[config.mk]
export PLATFORM = sky130hd
export DESIGN_NAME = board_m
export DESIGN_NICKNAME = d
export VERILOG_FILES = /design/src/rtl/board_m_pkg.sv /design/src/rtl/win_detect_m.sv /design/src/rtl/board_m.sv
export SDC_FILE = /design/constraint.sdc
export NUM_CORES = 1
export LEC_CHECK = 0
export CORE_ASPECT_RATIO = 1.4
export CORE_UTILIZATION = 57
export DETAILED_ROUTE_END_ITERATION = 6
export PLACE_DENSITY_LB_ADDON = 0.05
export SYNTH_ARGS = -nofsm -noshare
export SYNTH_HDL_FRONTEND = slang
export SYNTH_SLANG_ARGS = --single-unit
[constraint.sdc]
create_clock -name clk -period 6.6 [get_ports clk]
set_clock_uncertainty 0.15 [all_clocks]
set_input_delay 1.32 -clock clk [delete_from_list [all_inputs] [get_ports clk]]
set_output_delay 1.32 -clock clk [all_outputs]
set_load 0.1 [all_outputs]
[src/rtl/board_m_pkg.sv]
// Shared types and constants for the move-submission board.
// Holds the index/flag types, turn encoding, cell codes, status codes and
// the table of the eight winning lines (row-major cell indices).
package board_m_pkg;

  localparam int unsigned NUM_CELLS = 9;
  localparam int unsigned GRID_W    = 2 * NUM_CELLS;
  localparam int unsigned NUM_LINES = 8;

  typedef logic [3:0] index_t;
  typedef logic       flag_t;

  typedef enum logic {
    TURN_PLAYER = 1'b0,
    TURN_AI     = 1'b1
  } turn_e;

  typedef enum logic [1:0] {
    CELL_EMPTY  = 2'b00,
    CELL_PLAYER = 2'b01,
    CELL_AI     = 2'b10
  } cell_e;

  typedef enum logic [1:0] {
    ST_PLAYING    = 2'b00,
    ST_WIN_PLAYER = 2'b01,
    ST_WIN_AI     = 2'b10,
    ST_DRAW       = 2'b11
  } status_e;

  // rows, columns, diagonals
  localparam int unsigned LINES [NUM_LINES][3] = '{
    '{0, 1, 2}, '{3, 4, 5}, '{6, 7, 8},
    '{0, 3, 6}, '{1, 4, 7}, '{2, 5, 8},
    '{0, 4, 8}, '{2, 4, 6}
  };

endpackage

[src/rtl/win_detect_m.sv]
// Combinational line/fill detector for a 3x3 grid.
// Ports:
//   grid        in  18  cell i at [2i+1:2i] (00 empty, 01 player, 10 AI)
//   player_line out  1  some line fully owned by the player
//   ai_line     out  1  some line fully owned by the AI
//   full        out  1  no empty cell remains
module win_detect_m
  import board_m_pkg::*;
(
  input  logic [GRID_W-1:0] grid,
  output logic              player_line,
  output logic              ai_line,
  output logic              full
);

  always_comb begin
    player_line = 1'b0;
    ai_line     = 1'b0;
    full        = 1'b1;
    for (int unsigned i = 0; i < NUM_CELLS; i++) begin
      if (grid[2*i +: 2] == CELL_EMPTY) full = 1'b0;
    end
    for (int unsigned l = 0; l < NUM_LINES; l++) begin
      if (grid[2*LINES[l][0] +: 2] == CELL_PLAYER &&
          grid[2*LINES[l][1] +: 2] == CELL_PLAYER &&
          grid[2*LINES[l][2] +: 2] == CELL_PLAYER)
        player_line = 1'b1;
      if (grid[2*LINES[l][0] +: 2] == CELL_AI &&
          grid[2*LINES[l][1] +: 2] == CELL_AI &&
          grid[2*LINES[l][2] +: 2] == CELL_AI)
        ai_line = 1'b1;
    end
  end

endmodule

[src/rtl/board_m.sv]
// Authoritative 3x3 board at the receiving end of the move-submission bus.
// Ports:
//   clk, rst    clock; synchronous active-high reset
//   update_loc  cell index 0..8 from the active mover
//   submit      request level; rising edge forms one request
//   reset       game-reset request, qualified by submit
//   turn        0 player / 1 AI; selects which mover owns the bus
//   cells       2 bits per cell, cell i at [2i+1:2i]
//   status      00 playing, 01 player win, 10 AI win, 11 draw
//   move_count  accepted moves this game
//   illegal     one-cycle pulse on a rejected move request
module board_m
  import board_m_pkg::*;
#(
  parameter logic        FIRST_TURN = 1'b0,
  parameter int unsigned IDX_W      = 4
) (
  input  logic              clk,
  input  logic              rst,
  input  logic [IDX_W-1:0]  update_loc,
  input  logic              submit,
  input  logic              reset,
  output logic              turn,
  output logic [GRID_W-1:0] cells,
  output logic [1:0]        status,
  output logic [3:0]        move_count,
  output logic              illegal
);

  logic [GRID_W-1:0] cells_q, cells_d, grid_next;
  status_e           status_q, status_d;
  logic [3:0]        count_q, count_d;
  turn_e             turn_q, turn_d;
  logic              illegal_q, illegal_d;
  logic              submit_q;

  logic  req, game_rst, move_req, loc_ok, target_empty, accept;
  logic  player_line, ai_line, full, mover_line;
  cell_e mover_code;

  assign req        = submit & ~submit_q;
  assign game_rst   = req & reset;
  assign move_req   = req & ~reset;
  assign loc_ok     = update_loc <= IDX_W'(NUM_CELLS - 1);
  assign mover_code = (turn_q == TURN_PLAYER) ? CELL_PLAYER : CELL_AI;
  assign accept     = move_req && status_q == ST_PLAYING && loc_ok && target_empty;

  // Target lookup and the speculative post-write grid; the detector always
  // looks at the grid as it would be after this edge's move.
  always_comb begin
    target_empty = 1'b0;
    grid_next    = cells_q;
    for (int unsigned i = 0; i < NUM_CELLS; i++) begin
      if (update_loc == IDX_W'(i)) begin
        target_empty = (cells_q[2*i +: 2] == CELL_EMPTY);
        if (accept) grid_next[2*i +: 2] = mover_code;
      end
    end
  end

  win_detect_m u_win_detect (
    .grid        (grid_next),
    .player_line (player_line),
    .ai_line     (ai_line),
    .full        (full)
  );

  // Only the mover that just placed can have completed a line.
  assign mover_line = (turn_q == TURN_PLAYER) ? player_line : ai_line;

  always_comb begin
    cells_d   = cells_q;
    status_d  = status_q;
    count_d   = count_q;
    turn_d    = turn_q;
    illegal_d = 1'b0;
    if (game_rst) begin
      cells_d  = '0;
      status_d = ST_PLAYING;
      count_d  = '0;
      turn_d   = turn_e'(FIRST_TURN);
    end else if (accept) begin
      cells_d = grid_next;
      count_d = count_q + 4'd1;
      if (mover_line)
        status_d = (turn_q == TURN_PLAYER) ? ST_WIN_PLAYER : ST_WIN_AI;
      else if (full)
        status_d = ST_DRAW;
      else
        status_d = ST_PLAYING;
      if (status_d == ST_PLAYING)
        turn_d = (turn_q == TURN_PLAYER) ? TURN_AI : TURN_PLAYER;
    end else if (move_req) begin
      illegal_d = 1'b1;
    end
  end

  always_ff @(posedge clk) begin
    if (rst) begin
      cells_q   <= '0;
      status_q  <= ST_PLAYING;
      count_q   <= '0;
      turn_q    <= turn_e'(FIRST_TURN);
      illegal_q <= 1'b0;
      submit_q  <= 1'b0;
    end else begin
      cells_q   <= cells_d;
      status_q  <= status_d;
      count_q   <= count_d;
      turn_q    <= turn_d;
      illegal_q <= illegal_d;
      submit_q  <= submit;
    end
  end

  assign turn       = turn_q;
  assign cells      = cells_q;
  assign status     = status_q;
  assign move_count = count_q;
  assign illegal    = illegal_q;

endmodule

==> results_dict.tcl, run 1 <==
set metrics [dict create \
    place_ws_ns 1.72 \
    grt_usage_pct 33.3 \
    routedWlPerCell_um 19.3 \
    vias 1874 \
    fin_cells 283 \
    synth-edff-count 0 \
    post-route-min-period_ns 4.67 \
    drtIter0Drc 120 \
    post_cts_resize_count 0 \
    power_uw 314 \
    syn-mean-instance-area_um2 8.66 \
    holdBufCountCts 0 \
    htreeDepth 1 \
    hold_violations 0 \
    synthCells 218 \
    start_util_pct 60.4 \
    path_cells "clkdlybuf4s50_1, nor4_2, nand3_1, nor2_2, a31oi_1, nor4_1, o221ai_1, nand4_1, and2b_1, o21a_1" \
    critical_path_class "in -> reg" \
    multi_input_area_um2 1230 \
    nNetsFinal 254 \
    rsz0062_at_grt "no" \
    final_max_slew_viol_count 0 \
    grt_max_degree 23 \
    cts.clk_slew.worst_paths_ns 0.10 \
    die_w_um 50.6 \
    setup_viol 0 \
    p_per_area_nw_per_um2 141 \
    ir_drop_v 0.000168 \
    critPathRequiredTime_ns 6.64 \
    clock-sinks 27 \
    n_antenna_cell 0 \
    die_h_um 70.1 \
    place_inst 279 \
    synth-async-reset-ratio_pct 0 \
    grt_pass1_vias 1848 \
    dieArea_um2 3550 \
    synth_seq_cells 27 \
    antenna_found_initial 0 \
    max-cap-violations 0 \
    status "finished, final reports clean" \
    postCtsSetupRepairBufs 0 \
    critPathSlowestCell "clkdlybuf4s50_1" \
    start_kind "input pin" \
    grt_use_met2_pct 55.6 \
    dr.pass1.iters 5 \
    grt-ovfl-total 0 \
    relSlewSlack_pct 34.2 \
    seq_area_um2 541 \
    coreArea_um2 3120 \
    antenna_left 0 \
    layout-drive-gt1-share_pct 12.3 \
    route.detailed.drc 0 \
    slowest_delay_ns 0.67 \
    clk_path_buf_depth 2 \
    num_rows 24 \
    post-route-period-util_pct 70.8 \
    yosys.area.top_type "dfxtp_1" \
    setup_ws_ns 1.93 \
    ys_warn_count 0 \
    synth_seq_area_share_pct 28.6 \
    clk_latency_ns 0.28 \
    fin_area_um2 2230 \
    ys_types 67 \
    synth_top_flop_cell "dfxtp_1" \
    ys_top_cells_by_area "dfxtp_1 (29%), nor2_1 (7.4%), a31oi_1 (5.0%)" \
    gp_congestion 1.02 \
    cts_made_buffers 3 \
    viasPerCell 6.62 \
    synth_top_area_share_pct 28.6 \
    use_met1_pct 40.7 \
    tns_ns 0 \
    path_max_fanout 14 \
    layout_common_cells "nor2_1 (37), clkdlybuf4s50_1 (33), dfxtp_1 (27)" \
    cp.arrival_ns 4.71 \
    routed_wl_mm 5.47 \
    busiest_layer "met2" \
    final_util_pct 71.5 \
    holdCritPathClass "reg -> reg" \
    fillers 269 \
    clock.fmax_mhz 214 \
    place_hpwl_mm 4.13 \
    syn_to_final_growth_pct 18.4 \
    cts_root_buffer "clkbuf_8" \
    syn-num-nets 227 \
    grt_pass1_wl_mm 8.98 \
    ioPinCount 34 \
    portBuffers 33 \
    placed_area_um2 2180 \
    crit_path_end_kind "flip-flop" \
    fin_hold_ws_ns 0.362 \
    grt_use_met3_pct 3.92 \
    netlist_area_um2 1890 \
    cts_tree "built" \
    tightestPinTransition_ns 0.984 \
    p_leak_nw 0.717 \
    layout_commonest_cell "nor2_1" \
]
[cell families after synthesis]
kind of cell	after synthesis	synth area share (%)
buffers and inverters	19	5.90
AOI/OAI and AO/OA	64	27.7
and+or+nand+nor	104	35.7
DFF	27	28.6
adders and majority gates	1	0.663
xor gates and xnor gates	3	1.39
[synth_stat cells (all sizes together), types with 4 or more instances]
library cell	number
nand2	11
a21oi	10
nor4b	5
nand4	5
inv	8
nand3	4
o21ai	4
nor2b	8
buf	7
clkbuf	4
nor2	39
nor3	11
dfxtp	27
a31oi	15
[registers in the layout, indices dropped and copies added, names as in the netlist]
register,flops
submit_q,1
turn,1
status,2
cells,18
move_count,4
illegal,1
[cell type report]
type	count	share of cell area, %
Timing Repair Buffer	33	14.8
Tap cell	39	2.18
Inverter	8	1.34
Sequential cell	27	24.2
Clock inverter	1	0.336
Multi-Input combinational cell	172	55.3
Clock buffer	3	1.85
[final timing paths]
check / startpoint / end / cells past startpoint / slack [ns]
max reg2reg: status[1] / status[1] / 9 / 3.32
max: update_loc[3] / status[1] / 10 / 1.93
min reg2reg: move_count[1] / move_count[1] / 2 / 0.36
min: move_count[1] / move_count[1] / 2 / 0.36
[metal layers]
layer  vias to the layer above  share of wire (%)
li1                        878                  -
met5                         -                  0
met4                         0                4.6
met1                       860                 39
met2                       115                 49
met3                        21                7.1
[power breakdown]
part	total (mW)	switching, mW	internal, mW
combinational	0.0492	0.0338	0.0154
sequential	0.166	0.00186	0.164
clock	0.0986	0.0556	0.0430
total	0.314	0.0913	0.223
[critical path: cells and delay by family]
kind	cells	cell delay, ns
AND/OR/NAND/NOR	6	2.09
AO/OA/AOI/OAI	3	0.60
buffers and inverters	1	0.67
No activity file was read; power rests on OpenSTA's default activity.
==> run 2: changes to the inputs <==
--- a/config.mk
+++ b/config.mk
@@ -6,7 +6,7 @@
 export NUM_CORES = 1
 export LEC_CHECK = 0
 export CORE_ASPECT_RATIO = 1.4
-export CORE_UTILIZATION = 57
+export CORE_UTILIZATION = 47
 export DETAILED_ROUTE_END_ITERATION = 6
 export PLACE_DENSITY_LB_ADDON = 0.05
 export SYNTH_ARGS = -nofsm -noshare
==> constraint.sdc (replaced) <==
create_clock -name clk -period 4 [get_ports clk]
set_clock_uncertainty 0.15 [all_clocks]
set_input_delay 0.8 -clock clk [delete_from_list [all_inputs] [get_ports clk]]
set_output_delay 0.8 -clock clk [all_outputs]
set_load 0.1 [all_outputs]
==> run 2 against run 1 <==
First-iteration DRC count fell by 5.0%; cell area is 4.3% higher; combinational power grew 80%; final cell count grew 5.7%; register-to-register slack worse by 2.1 ns; critical path depth is 1 higher; sequential share of layout area fell by 1.0 points.
==> results_dict.tcl, run 2 (synthesis results as in run 1) <==
set metrics [dict create \
    status "finished, final reports clean" \
    nNetsFinal 267 \
    grt_max_degree 23 \
    critPathSlowestCell "clkdlybuf4s50_1" \
    post-route-period-util_pct 87.4 \
    holdBufCountCts 0 \
    antenna_found_initial 0 \
    route.detailed.drc 0 \
    cts.clk_slew.worst_paths_ns 0.09 \
    clk_latency_ns 0.28 \
    syn_to_final_growth_pct 23.5 \
    reg2reg_depth 8 \
    layout_commonest_cell "nor2_1" \
    grt_pass1_wl_mm 9.29 \
    path_max_fanout 17 \
    grt_pass1_vias 1805 \
    dieArea_um2 4280 \
    num_rows 26 \
    fin_area_um2 2330 \
    post_cts_resize_count 0 \
    post-route-min-period_ns 3.50 \
    n_antenna_cell 0 \
    crit_family "simple AND/OR/NAND/NOR gates" \
    vias 1916 \
    placed_area_um2 2280 \
    p_per_area_nw_per_um2 224 \
    slowest_delay_ns 0.55 \
    layout-drive-gt1-share_pct 17.1 \
    grt_usage_pct 27.6 \
    coreArea_um2 3740 \
    start_kind "input pin" \
    antenna_left 0 \
    multi_input_area_um2 1230 \
    setup_viol 0 \
    tightestPinTransition_ns 0.977 \
    clock.fmax_mhz 286 \
    power_uw 522 \
    htreeDepth 1 \
    layout_common_cells "nor2_1 (37), clkdlybuf4s50_1 (32), dfxtp_1 (27)" \
    grt-ovfl-total 0 \
    holdCritPathClass "reg -> reg" \
    ir_drop_v 0.000184 \
    postCtsSetupRepairBufs 0 \
    final_max_slew_viol_count 0 \
    fillers 358 \
    routed_wl_mm 5.65 \
    r2r_setup_slack_ns 1.19 \
    clk_path_buf_depth 2 \
    crit_path_end_kind "flip-flop" \
    start_util_pct 50.4 \
    place_hpwl_mm 4.32 \
    cts_root_buffer "clkbuf_8" \
    dr.pass1.iters 4 \
    cp.arrival_ns 3.53 \
    tns_ns 0 \
    drtIter0Drc 114 \
    rsz0062_at_grt "no" \
    relSlewSlack_pct 34.7 \
    critical_path_depth 11 \
    endpoint "status[1]" \
    seq_area_um2 541 \
    gp_congestion 0.989 \
    portBuffers 33 \
    clock-sinks 27 \
    reg2reg_from "turn" \
    crit_path_start "update_loc[3]" \
    largest_reg_flops 18 \
    cts_made_buffers 3 \
    die_h_um 77.0 \
    p_leak_nw 0.790 \
    max-cap-violations 0 \
    crit_buf_inv 2 \
    hold_violations 0 \
    critical_path_class "in -> reg" \
    path_cells "clkdlybuf4s50_1, buf_4, nor4_2, a22oi_2, nand4_4, a31oi_1, nor4_1, o221ai_1, nand4_1, and2b_1, o21a_1" \
    die_w_um 55.6 \
    ioPinCount 34 \
    critPathRequiredTime_ns 4.03 \
    cts_tree "built" \
    viasPerCell 6.41 \
    rr_endpoint "status[0]" \
    routedWlPerCell_um 18.9 \
]
-- run 2: worst register-to-register path: cells and delay by family, from the launching register on --
family | cells | cell delay, ns
AOI/OAI and AO/OA | 3 | 0.52
buffers and inverters | 1 | 0.42
and+or+nand+nor | 4 | 0.93
DFF | 1 | 0.69
-- run 2: power breakdown --
group	total [mW]	internal, mW	switching, mW
Sequential	0.274	0.271	0.00300
Combinational	0.0885	0.0313	0.0572
Clock	0.159	0.0701	0.0893
Total	0.522	0.372	0.149
-- run 2: per-layer routing --
layer	GRT usage (%)	share of wire [%]	up-vias
li1	-	-	902
met1	34.4	40	901
met2	47.2	50	99
met3	3.04	6.3	14
met4	12.3	3.0	0
met5	0	0	-
-- run 2: per-stage QoR --
stage               setup WS (ns)  utilization, %  hold slack (ns)  cells
floorplan                   0.865               -            0.387    218
global placement            0.258            61.0            0.327    295
detailed placement          0.245            61.0            0.340    295
CTS                         0.532            62.3            0.357    299
global route                0.351            62.3            0.396    299
finish                      0.502            62.3            0.352    299
-- run 2: layout make-up --
cell class	instances	share of cell area (%)
multi-input combinational	172	53.0
sequential	27	23.2
timing repair buffer	46	18.3
tap	42	2.26
clock buffer	3	1.77
inverter	8	1.29
clock inverter	1	0.215
-- run 2: how the worst min path moves through the flow --
stage,startpoint,end,slack (ns),depth (start not counted)
floorplan,submit_q,illegal,0.39,2
global placement,move_count[1],move_count[1],0.33,2
detailed placement,move_count[1],move_count[1],0.34,2
CTS,move_count[1],move_count[1],0.36,2
global route,move_count[1],move_count[1],0.40,2
finish,move_count[1],move_count[1],0.35,2
